===== config.mk =====
export PLATFORM = sky130hd
export DESIGN_NAME = load_align_unit
export DESIGN_NICKNAME = d
export VERILOG_FILES = /design/src/rtl/load_align_unit.sv
export SDC_FILE = /design/constraint.sdc
export NUM_CORES = 1
export LEC_CHECK = 0
export BUFFER_PORTS_ARGS = -buffer_cell sky130_fd_sc_hd__buf_2
export CAP_MARGIN = 20
export CORE_ASPECT_RATIO = 0.75
export CORE_UTILIZATION = 53
export DETAILED_ROUTE_END_ITERATION = 16
export GPL_TIMING_DRIVEN = 0
export PLACE_DENSITY_LB_ADDON = 0.25
export SLEW_MARGIN = 30
export SYNTH_ARGS = -nofsm -noshare
export SYNTH_HDL_FRONTEND = slang
export SYNTH_SLANG_ARGS = --single-unit
export TNS_END_PERCENT = 50

===== constraint.sdc =====
create_clock -name clk -period 5.37 [get_ports clk]
set_clock_uncertainty 0.05 [all_clocks]
set_input_delay 0.2685 -clock clk [delete_from_list [all_inputs] [get_ports clk]]
set_output_delay 0.2685 -clock clk [all_outputs]
set_load 0.005 [all_outputs]

===== src/rtl/load_align_unit.sv =====
// Load alignment unit: issues word-aligned memory reads for MIPS-style loads,
// extracts and extends the addressed byte/halfword, and aborts on a memory timeout.
module load_align_unit #(
  parameter int unsigned TIMEOUT = 16
) (
  input  logic        clk,
  input  logic        rst,
  input  logic        ld_req,
  input  logic [5:0]  op,
  input  logic [31:0] addr,
  output logic        mem_req,
  output logic [31:0] mem_addr,
  input  logic        mem_ack,
  input  logic [31:0] mem_rdata,
  output logic [31:0] ld_data,
  output logic        ld_done,
  output logic        busy,
  output logic        adel,
  output logic        bus_err
);

  localparam int unsigned CW = $clog2(TIMEOUT + 1);

  localparam logic [5:0] OP_LB  = 6'b100000;
  localparam logic [5:0] OP_LH  = 6'b100001;
  localparam logic [5:0] OP_LW  = 6'b100011;
  localparam logic [5:0] OP_LBU = 6'b100100;
  localparam logic [5:0] OP_LHU = 6'b100101;

  typedef enum logic [1:0] {
    S_IDLE = 2'd0,
    S_WAIT = 2'd1,
    S_DONE = 2'd2
  } state_t;

  state_t         state, nxt_state;
  logic [CW-1:0]  cnt, nxt_cnt;
  logic [5:0]     op_q, nxt_op;
  logic [1:0]     off_q, nxt_off;
  logic [31:0]    nxt_mem_addr, nxt_data;
  logic           nxt_mem_req, nxt_busy, nxt_done, nxt_adel, nxt_berr;

  logic           is_load_c;
  logic           aligned_c;
  logic [7:0]     byte_c;
  logic [15:0]    half_c;
  logic [31:0]    ext_c;

  // Request decode: which ops are loads and whether the address suits the width
  always_comb begin
    is_load_c = 1'b0;
    aligned_c = 1'b0;
    case (op)
      OP_LB, OP_LBU: begin
        is_load_c = 1'b1;
        aligned_c = 1'b1;
      end
      OP_LH, OP_LHU: begin
        is_load_c = 1'b1;
        aligned_c = (addr[0] == 1'b0);
      end
      OP_LW: begin
        is_load_c = 1'b1;
        aligned_c = (addr[1:0] == 2'b00);
      end
      default: begin
        is_load_c = 1'b0;
        aligned_c = 1'b0;
      end
    endcase
  end

  // Lane select and sign/zero extension of the returned word
  always_comb begin
    byte_c = mem_rdata[7:0];
    case (off_q)
      2'd0:    byte_c = mem_rdata[7:0];
      2'd1:    byte_c = mem_rdata[15:8];
      2'd2:    byte_c = mem_rdata[23:16];
      default: byte_c = mem_rdata[31:24];
    endcase
    half_c = off_q[1] ? mem_rdata[31:16] : mem_rdata[15:0];
    case (op_q)
      OP_LB:   ext_c = {{24{byte_c[7]}}, byte_c};
      OP_LBU:  ext_c = {24'h0, byte_c};
      OP_LH:   ext_c = {{16{half_c[15]}}, half_c};
      OP_LHU:  ext_c = {16'h0, half_c};
      default: ext_c = mem_rdata;
    endcase
  end

  // Next-state and registered-output logic
  always_comb begin
    nxt_state    = state;
    nxt_cnt      = cnt;
    nxt_op       = op_q;
    nxt_off      = off_q;
    nxt_mem_addr = mem_addr;
    nxt_data     = ld_data;
    nxt_mem_req  = 1'b0;
    nxt_busy     = 1'b0;
    nxt_done     = 1'b0;
    nxt_adel     = 1'b0;
    nxt_berr     = 1'b0;
    case (state)
      S_IDLE: begin
        if (ld_req && is_load_c) begin
          if (aligned_c) begin
            nxt_state    = S_WAIT;
            nxt_cnt      = '0;
            nxt_op       = op;
            nxt_off      = addr[1:0];
            nxt_mem_addr = {addr[31:2], 2'b00};
            nxt_mem_req  = 1'b1;
            nxt_busy     = 1'b1;
          end else begin
            nxt_adel = 1'b1;
            nxt_data = '0;
          end
        end
      end
      S_WAIT: begin
        // An ack in the final allowed cycle still completes normally
        if (mem_ack) begin
          nxt_state = S_DONE;
          nxt_data  = ext_c;
          nxt_done  = 1'b1;
        end else if (cnt == CW'(TIMEOUT - 1)) begin
          nxt_state = S_IDLE;
          nxt_cnt   = cnt + CW'(1);
          nxt_berr  = 1'b1;
          nxt_data  = '0;
        end else begin
          nxt_cnt     = cnt + CW'(1);
          nxt_mem_req = 1'b1;
          nxt_busy    = 1'b1;
        end
      end
      S_DONE: begin
        nxt_state = S_IDLE;
      end
      default: begin
        nxt_state = S_IDLE;
      end
    endcase
  end

  always_ff @(posedge clk) begin
    if (rst) begin
      state    <= S_IDLE;
      cnt      <= '0;
      op_q     <= '0;
      off_q    <= '0;
      mem_addr <= '0;
      ld_data  <= '0;
      mem_req  <= 1'b0;
      busy     <= 1'b0;
      ld_done  <= 1'b0;
      adel     <= 1'b0;
      bus_err  <= 1'b0;
    end else begin
      state    <= nxt_state;
      cnt      <= nxt_cnt;
      op_q     <= nxt_op;
      off_q    <= nxt_off;
      mem_addr <= nxt_mem_addr;
      ld_data  <= nxt_data;
      mem_req  <= nxt_mem_req;
      busy     <= nxt_busy;
      ld_done  <= nxt_done;
      adel     <= nxt_adel;
      bus_err  <= nxt_berr;
    end
  end

endmodule


# ---- Yosys cells after proc, flatten, opt, wreduce, memory -nomap -nowiden
# Cells that the tools add are included.
dict set report op_classes {
  addsub 1
  n_mul 0
  n_div 0
  n_lt_le_gt_ge 0
  eq_ne 18
  shift 0
  muxes 27
  n_bitwise 4
  reduce_logical 15
}
# cell n
set op_table {}
lappend op_table {{$mux 32} 4}
lappend op_table {{$pmux 32 s4} 1}
lappend op_table {{$pmux 32 s2} 1}
lappend op_table {{$eq 6x6->1 const B} 9}
lappend op_table {{$pmux 8 s3} 1}
lappend op_table {{$mux 16} 1}
lappend op_table {{$mux 5} 3}
lappend op_table {{$pmux 5 s2} 1}
lappend op_table {{$mux 1} 8}
lappend op_table {{$mux 2} 4}
lappend op_table {{$ne 2x2->1 const B} 4}
lappend op_table {{$reduce_and 4->1} 2}
lappend op_table {{$logic_not 2->1} 3}
lappend op_table {{$reduce_and 3->1} 2}
lappend op_table {{$reduce_or 2->1} 3}
lappend op_table {{$reduce_or 3->1} 2}
lappend op_table {{$add 5x1->5 const B} 1}
lappend op_table {{$eq 5x4->1 const B} 1}
lappend op_table {{$reduce_or 5->1} 1}
lappend op_table {{$eq 2x1->1 const B} 2}
lappend op_table {{$not 1->1} 4}
lappend op_table {{$pmux 2 s2} 1}
lappend op_table {{$ne 3x3->1 const B} 1}
lappend op_table {{$pmux 1 s3} 1}
lappend op_table {{4 further kinds} 4}
dict set report word_totals {
  reg_bits 81
  latchBits 0
  ramBits 0
  rom_bits 0
  in_bits 74
  out_inout_bits 69
  elab_cells 75
  n_memories 0
}

# ---- Depth between registers and ports, before layout
# Gate-level depths: netlist of the first run.
dict set report depth {
  depth_word 6
  ltp_mapped 8
  ltp_nobuf 7
}

# ---- Worst setup path after synthesis of the first run
# Ideal clock, no wire load.
dict set report synth_timing {
  kind {reg2reg}
  start {register cnt[0]}
  end {register ld_data[28]}
  setup_ps 74
  arrival_time_ps 1904
  path_slack_ps 3342
  stages_incl_launch_ff 9
  path_buffers 1
  period_less_slack_ps 2028
  cell_sequence {dfxtp_1 ha_1 and3_1 ha_1 or2_2 nand2_1 clkbuf_1 o211ai_1 a31oi_1}
}
dict set report synth_between {
  elab_chain_cells 3
}
# element line
set synth_rtl {}
lappend synth_rtl {{start, declared} 37} ;# logic [CW-1:0] cnt, nxt_cnt;
lappend synth_rtl {{start signal, assigned} 163} ;# cnt <= nxt_cnt;
lappend synth_rtl {{$eq 5x4->1} 128} ;# end else if (cnt == CW'(TIMEOUT - 1)) begin
lappend synth_rtl {{$ne 3x3->1 (no source line)} n/a}
lappend synth_rtl {{$reduce_and 4->1 (no source line)} n/a}
lappend synth_rtl {{end signal, assigned} 167} ;# ld_data <= nxt_data;
lappend synth_rtl {{end, declared} 15} ;# output logic [31:0] ld_data,
# No other way between the ends.
# A chain may end at the register's enable or synchronous reset.

# ---- Worst setup path after layout of the first run
dict set report layout_timing {
  start {register cnt[0]}
  end {register ld_data[21]}
}
# Same word-level chain as after synthesis.

==> impl_results.md, run 1 <==
* Status: finished clean
* Number of global-route vias before repair at 3,874
* Hold path startpoint: addr[8]
* Lkg Pwr at 1.96 nW
* Final net count at 677
* Worst Tran Pin Value at 875 ps
* CP Launch Type: register
* CP delay by family, top: simple AND/OR/NAND/NOR gates
* Global-route wire length before repair at 18,400 um
* HPWL after detailed placement at 8450 um
* Post-synth ARST share at 0%
* I/O Buffers at 140
* EDFF count, synth at 0
* Crit-path most repeated cell: ha_1
* Root buf cell: clkbuf_8
* Power share of the combinational group at 7.6%
* Die X at 99.3 um
* Worst Reg-to-Reg Cells at 8
* Unrepaired setup endpoints after global routing: false
* Met1 WL at 5160 um
* Post-CTS setup buffers at 0
* CP arrival at 2610 ps
* GRT Util Overall at 31.7%
* TritonCTS clock tree: done
* Synthesis-stage register bit count at 81
* I/O pins at 143
* Die H at 75.0 um
* Endpoint class of the critical path: register
* Share of cells above drive strength 1 at 29.4%
* Final hold vios at 0
* Slowest-stage cell, CP: clkbuf_1
* Sum of buffers and inverters on the critical path at 1
* Top cells by count, synth: dfxtp_1, o21ai_0, a21oi_1
* Dpl cells at 674
* Total power at 1.17 mW
* Mux contribution to synthesized area at 3.52%
* Drt pass-1 iters at 5
* # DRC at 0
* Post-route ant nets at 0
* Setup_tns at 0 ps
* Main combinational cell family by area after synthesis: compound AO/OA/AOI/OAI gates
* Yosys top cell area share at 43.1%
* H-tree level count at 3
* Worst R2R Start: cnt[0]
* Clock Power Share at 40.9%
* Final Util at 70.1%
* Highest Signal Layer: met4
* Final setup vio count at 0
* Worst path required time at 5610 ps
* Number of max-cap violations at 0
* Cell area after synthesis at 3760 um2
* Global route overflow at 0
* Via count at 4,184
* Final Cell Area at 4790 um2
* Switch share at 23.2%
* Clock tree sinks at 81
* Hold_ws at 101 ps
* Max incr delay on CP at 370 ps
* Max Fclk at 0.422 GHz
* CP startpoint: cnt[0]
* Fin crit share at 44.2%
* Flop2flop setup slack at 3000 ps
* Number of vias per cell at 6.07
* Synth Area in Adders at 0.665%
* Crit-path cells: ha_1 -> and3_1 -> ha_1 -> or2_2 -> nand2_1 -> clkbuf_1 -> o211ai_1 -> a31oi_1
* Met3 Routed Length at 1000 um
* Netlist cell types at 44
* Yosys Warn Count at 0
* Largest net degree at the start of global routing at 14
* CTS Hold Bufs at 0
* CTS max path bufs at 2
* Post-DR wirelength/cell at 17.0 um
* Critical Setup Path Class: register to register
* Pwr dens at 244 nW/um2
* Pre-CTS worst setup slack at 3030 ps
* Dominant cell type by area after synthesis: dfxtp_1
* Top_reg_cell synth: dfxtp_1
* Relative slew slack at 41.4%
* Syn Inst Count at 449
* Worst-skew pair later-pin latency at 360 ps
* Seq pwr share at 51.5%
* CP endpoint: ld_data[21]
* Hold crit path type: primary input to register
* Net Sw Power at 0.271 mW
* XOR/XNOR Fraction of Synth Area at 0%
* Slew Limit Fails at 0
* Core area at 6830 um2
* CTS Buf Count at 9
* Syn_area_per_cell at 8.38 um2
* Most frequent cell after synthesis: dfxtp_1
* Diodes inserted at 0
* Minimum clock period at 2370 ps
* FF-to-FF End: ld_data[21]
* Die ar. at 7450 um2
* Starting Density at 55.1%
* Routed wl met2 at 5230 um
* Worst Setup Slack, final at 3000 ps
* Critical Path Stages at 8
* GPL Wtd Cong at 0.891
* Initial antenna violation count at 0
* Post-synthesis sequential area ratio at 43.1%
* P_int at 0.896 mW
* Post-Layout Cell Count at 689
* Worst-path fanout max at 10
* Area Growth Syn to Fin at 27.2%
* Worst-path clk slew at 80 ps
* Max IR drop VDD at 0.151 mV
* Row Count at 26
* Largest cells by area after synthesis: dfxtp_1, o21ai_0, a21oi_1
* Placed Area at 4580 um2
* Resized Gates After CTS at 0
* Simple-gate share of the synthesized area at 16.8%
* Synth Area in Compound Gates at 29.4%
* Iter 0 DRT Violations at 337
* Routed WL at 11,700 um
==> per-layer routing <==
metal  up-vias  GRT usage, %
li1       1980             -
met1      1956          41.3
met4         0          14.1
met2       209          50.2
met3        39          8.82
met5         -             0
==> state kept, by name (all words and copies together), names as in the netlist <==
register / cells
op_q: 6
bus_err: 1
cnt: 5
busy: 1
mem_addr: 30
ld_done: 1
adel: 1
ld_data: 32
state: 2
off_q: 2
==> cell families (layout without fill, tap and decap cells) <==
group / count (synthesis) / after routing
other: 1 / 2
AND/OR/NAND/NOR: 122 / 122
AO/OA/AOI/OAI: 175 / 175
adder cells (fa/ha/maj): 2 / 2
flip-flops: 81 / 81
multiplexers: 11 / 11
buffers and inverters: 57 / 212
==> layout make-up <==
cell class / count / area (um2)
Timing Repair Buffer: 140 / 701
Clock buffer: 10 / 128
Inverter: 10 / 37.5
Sequential cell: 81 / 1620
Tap cell: 84 / 105
Fill cell: 597 / 2040
Clock inverter: 5 / 81.3
Multi-Input combinational cell: 312 / 1910
Buffer: 47 / 206
==> how the worst min path moves through the flow <==
| stage | to | slack, ps | cells after the start |
|---|---|---|---|
| floorplan | mem_addr[10] | 370 | 2 |
| global placement | ld_data[15] | 390 | 1 |
| detailed placement | ld_data[14] | 390 | 1 |
| CTS | mem_addr[8] | 100 | 3 |
| global route | mem_addr[13] | 100 | 3 |
| finish | mem_addr[8] | 100 | 3 |
==> power groups by stage <==
| stage | Clock, mW | Sequential, mW | Combinational, mW |
|---|---|---|---|
| final | 0.478 | 0.601 | 0.0887 |
| after global routing | 0.509 | 0.601 | 0.0957 |
| after CTS | 0.482 | 0.601 | 0.0862 |
| after detailed placement | 0 | 0.615 | 0.0851 |
| after global placement | 0 | 0.615 | 0.0835 |
| after floorplan | 0 | 0.615 | 0.0387 |
==> cells in the final DEF, fill, tap and decap left out, drive strengths merged, types with 9 or more instances in the layout <==
master | Yosys | layout
nand4 | 16 | 16
a31oi | 23 | 23
o21ai | 53 | 53
nor3 | 12 | 12
a21oi | 47 | 47
nor2 | 29 | 29
dfxtp | 81 | 81
buf | 11 | 151
nand2 | 9 | 9
inv | 9 | 9
nand3 | 36 | 36
clkbuf | 36 | 46
o211ai | 18 | 18
==> tightest hold or removal path, stage by stage <==
cell     delay [ps]
buf_2           100
nand3_1          50
a21oi_1          50
Note: power is estimated with default switching activity, not from simulation.
==> run 2: changes to the inputs <==
--- a/config.mk
+++ b/config.mk
@@ -8,7 +8,7 @@
 export BUFFER_PORTS_ARGS = -buffer_cell sky130_fd_sc_hd__buf_2
 export CAP_MARGIN = 20
 export CORE_ASPECT_RATIO = 0.75
-export CORE_UTILIZATION = 53
+export CORE_UTILIZATION = 44
 export DETAILED_ROUTE_END_ITERATION = 16
 export GPL_TIMING_DRIVEN = 0
 export PLACE_DENSITY_LB_ADDON = 0.25
==> constraint.sdc (replaced) <==
create_clock -name clk -period 2 [get_ports clk]
set_clock_uncertainty 0.05 [all_clocks]
set_input_delay 0.1 -clock clk [delete_from_list [all_inputs] [get_ports clk]]
set_output_delay 0.1 -clock clk [all_outputs]
set_load 0.005 [all_outputs]
==> impl_results.md, run 2 (synthesis results as in run 1) <==
* CP Launch Type: register
* Share of cells above drive strength 1 at 32.7%
* Diodes inserted at 0
* Worst-path fanout max at 6
* Commonest non-fill, non-tap cell in the layout: buf_2
* Max FFs per register at 32
* Via count at 4,272
* Final net count at 717
* Max Fclk at 0.514 GHz
* Dpl cells at 695
* Iter 0 DRT Violations at 292
* CTS Buf Count at 9
* Largest net degree at the start of global routing at 14
* Minimum clock period at 1940 ps
* Starting Density at 46.5%
* Commonest non-fill, non-tap cells in the layout: buf_2, dfxtp_1, o21ai_0
* Clock Power Share at 46.8%
* Critical Setup Path Class: register to register
* Die X at 109 um
* Flop2flop setup slack at 60 ps
* Post-DR wirelength/cell at 17.1 um
* Max IR drop VDD at 0.561 mV
* P_int at 2.76 mW
* Die H at 82.1 um
* CTS max path bufs at 2
* Root buf cell: clkbuf_16
* Most flop-heavy register: ld_data
* Hold crit path type: primary input to register
* Slowest-stage cell, CP: a221oi_4
* GPL Wtd Cong at 0.901
* Pwr dens at 664 nW/um2
* Switch share at 23.5%
* Routed WL at 12,800 um
* Status: finished clean
* Final hold vios at 0
* Clock tree sinks at 81
* Worst path required time at 2240 ps
* Slew Limit Fails at 0
* CP delay by family, top: compound AO/OA/AOI/OAI gates
* Fin crit share at 97.2%
* TritonCTS clock tree: done
* Area occupied by registers at 1630 um2
* Regs by FF count: ld_data x32, mem_addr x30, op_q x6
* Power share of the combinational group at 8.5%
* Total power at 3.61 mW
* CP arrival at 2190 ps
* Drt pass-1 iters at 5
* Row Count at 28
* Number of max-cap violations at 0
* Worst Tran Pin Value at 562 ps
* Area Growth Syn to Fin at 44.2%
* Global-route wire length before repair at 19,400 um
* Core area at 8090 um2
* Global route overflow at 0
* Fillers at 661
* Multi-input logic area at 1990 um2
* Worst-skew pair later-pin latency at 350 ps
* I/O pins at 143
* Die ar. at 8930 um2
* Final Util at 67.1%
* Number of global-route vias before repair at 3,874
* Crit-path cells: ha_4 -> and3_1 -> ha_2 -> or2_4 -> a221oi_4 -> buf_6 -> a32o_1
* Post-route ant nets at 0
* Max incr delay on CP at 390 ps
* Worst-path clk slew at 60 ps
* Seq pwr share at 44.7%
* Post-Layout Cell Count at 751
* I/O Buffers at 140
* Net Sw Power at 0.847 mW
* Initial antenna violation count at 0
* H-tree level count at 3
* Sum of buffers and inverters on the critical path at 1
* HPWL after detailed placement at 8830 um
* Endpoint class of the critical path: register
* Lkg Pwr at 2.22 nW
* Number of vias per cell at 5.69
* GRT Util Overall at 28.7%
* Unrepaired setup endpoints after global routing: false
* Relative slew slack at 62.6%
* Final setup vio count at 0
* # DRC at 0
==> run 2: cell count changes in the layout (fill, tap and decap cells not counted), moves of 6 or more <==
cell | previous run | this run
buf_4 | 3 | 10
clkbuf_2 | 0 | 6
clkbuf_1 | 37 | 28
dlygate4sd3_1 | 0 | 34
clkbuf_8 | 9 | 2
clkbuf_16 | 0 | 9
==> run 2: stage by stage <==
stage	hold WS [ps]	setup WS (ps)	cell area [um2]	TNS, ps
after floorplan	198	68.7	3770	0
after global placement	303	-420	4600	-9860
after detailed placement	310	-271	4610	-11290
after CTS	6.88	0.441	5320	0
after global routing	35.1	0.819	5430	0
final	19.5	56.1	5430	0
==> run 2: final timing paths <==
check | startpoint | end | cells past startpoint
max | cnt[0] | ld_data[4] | 7
min | op[0] | op_q[0] | 3
min reg2reg | ld_data[10] | ld_data[10] | 1
max reg2reg | cnt[0] | ld_data[4] | 7
==> run 2: power by group through the flow <==
stage	clock, mW	combinational (mW)	sequential (mW)
floorplan	0	0.104	1.65
global placement	0	0.230	1.65
detailed placement	0	0.232	1.65
CTS	1.70	0.290	1.62
global route	1.76	0.326	1.61
finish	1.69	0.305	1.61
==> run 2: layer usage <==
| layer | GRT usage (%) | share of wire [%] | wire length [um] |
|---|---|---|---|
| met5 | 0 | 0 | 0 |
| met3 | 6.20 | 6.6 | 841 |
| met1 | 39.5 | 46 | 5930 |
| met4 | 9.46 | 1.3 | 165 |
| met2 | 44.9 | 46 | 5900 |
==> run 2: worst reg2reg max path, delay by kind of cell (launching register included) <==
kind | cells | cell delay, ps
and+or+nand+nor | 2 | 430
DFF | 1 | 360
adders and majority gates | 2 | 350
AOI/OAI and AO/OA | 2 | 520
buffers and inverters | 1 | 190
==> run 2: cell type report <==
type	instances	area share, %
Clock buffer	11	4.47
Timing Repair Buffer	182	20.4
Multi-Input combinational cell	312	36.7
Sequential cell	81	29.9
Tap cell	105	2.42
Buffer	45	4.26
Clock inverter	5	0.991
Inverter	10	0.761
==> run 2: repair_timing <==
action | 4_1_cts | 5_1_grt
pin swaps | 2 | 2
gates cloned | 1 | 0
setup endpoints to repair | 62 | 77
endpoints found under the hold margin | 34 | 0
buffers inserted | 4 | 3
gates resized for setup | 19 | 27
hold buffers | 34 | 0
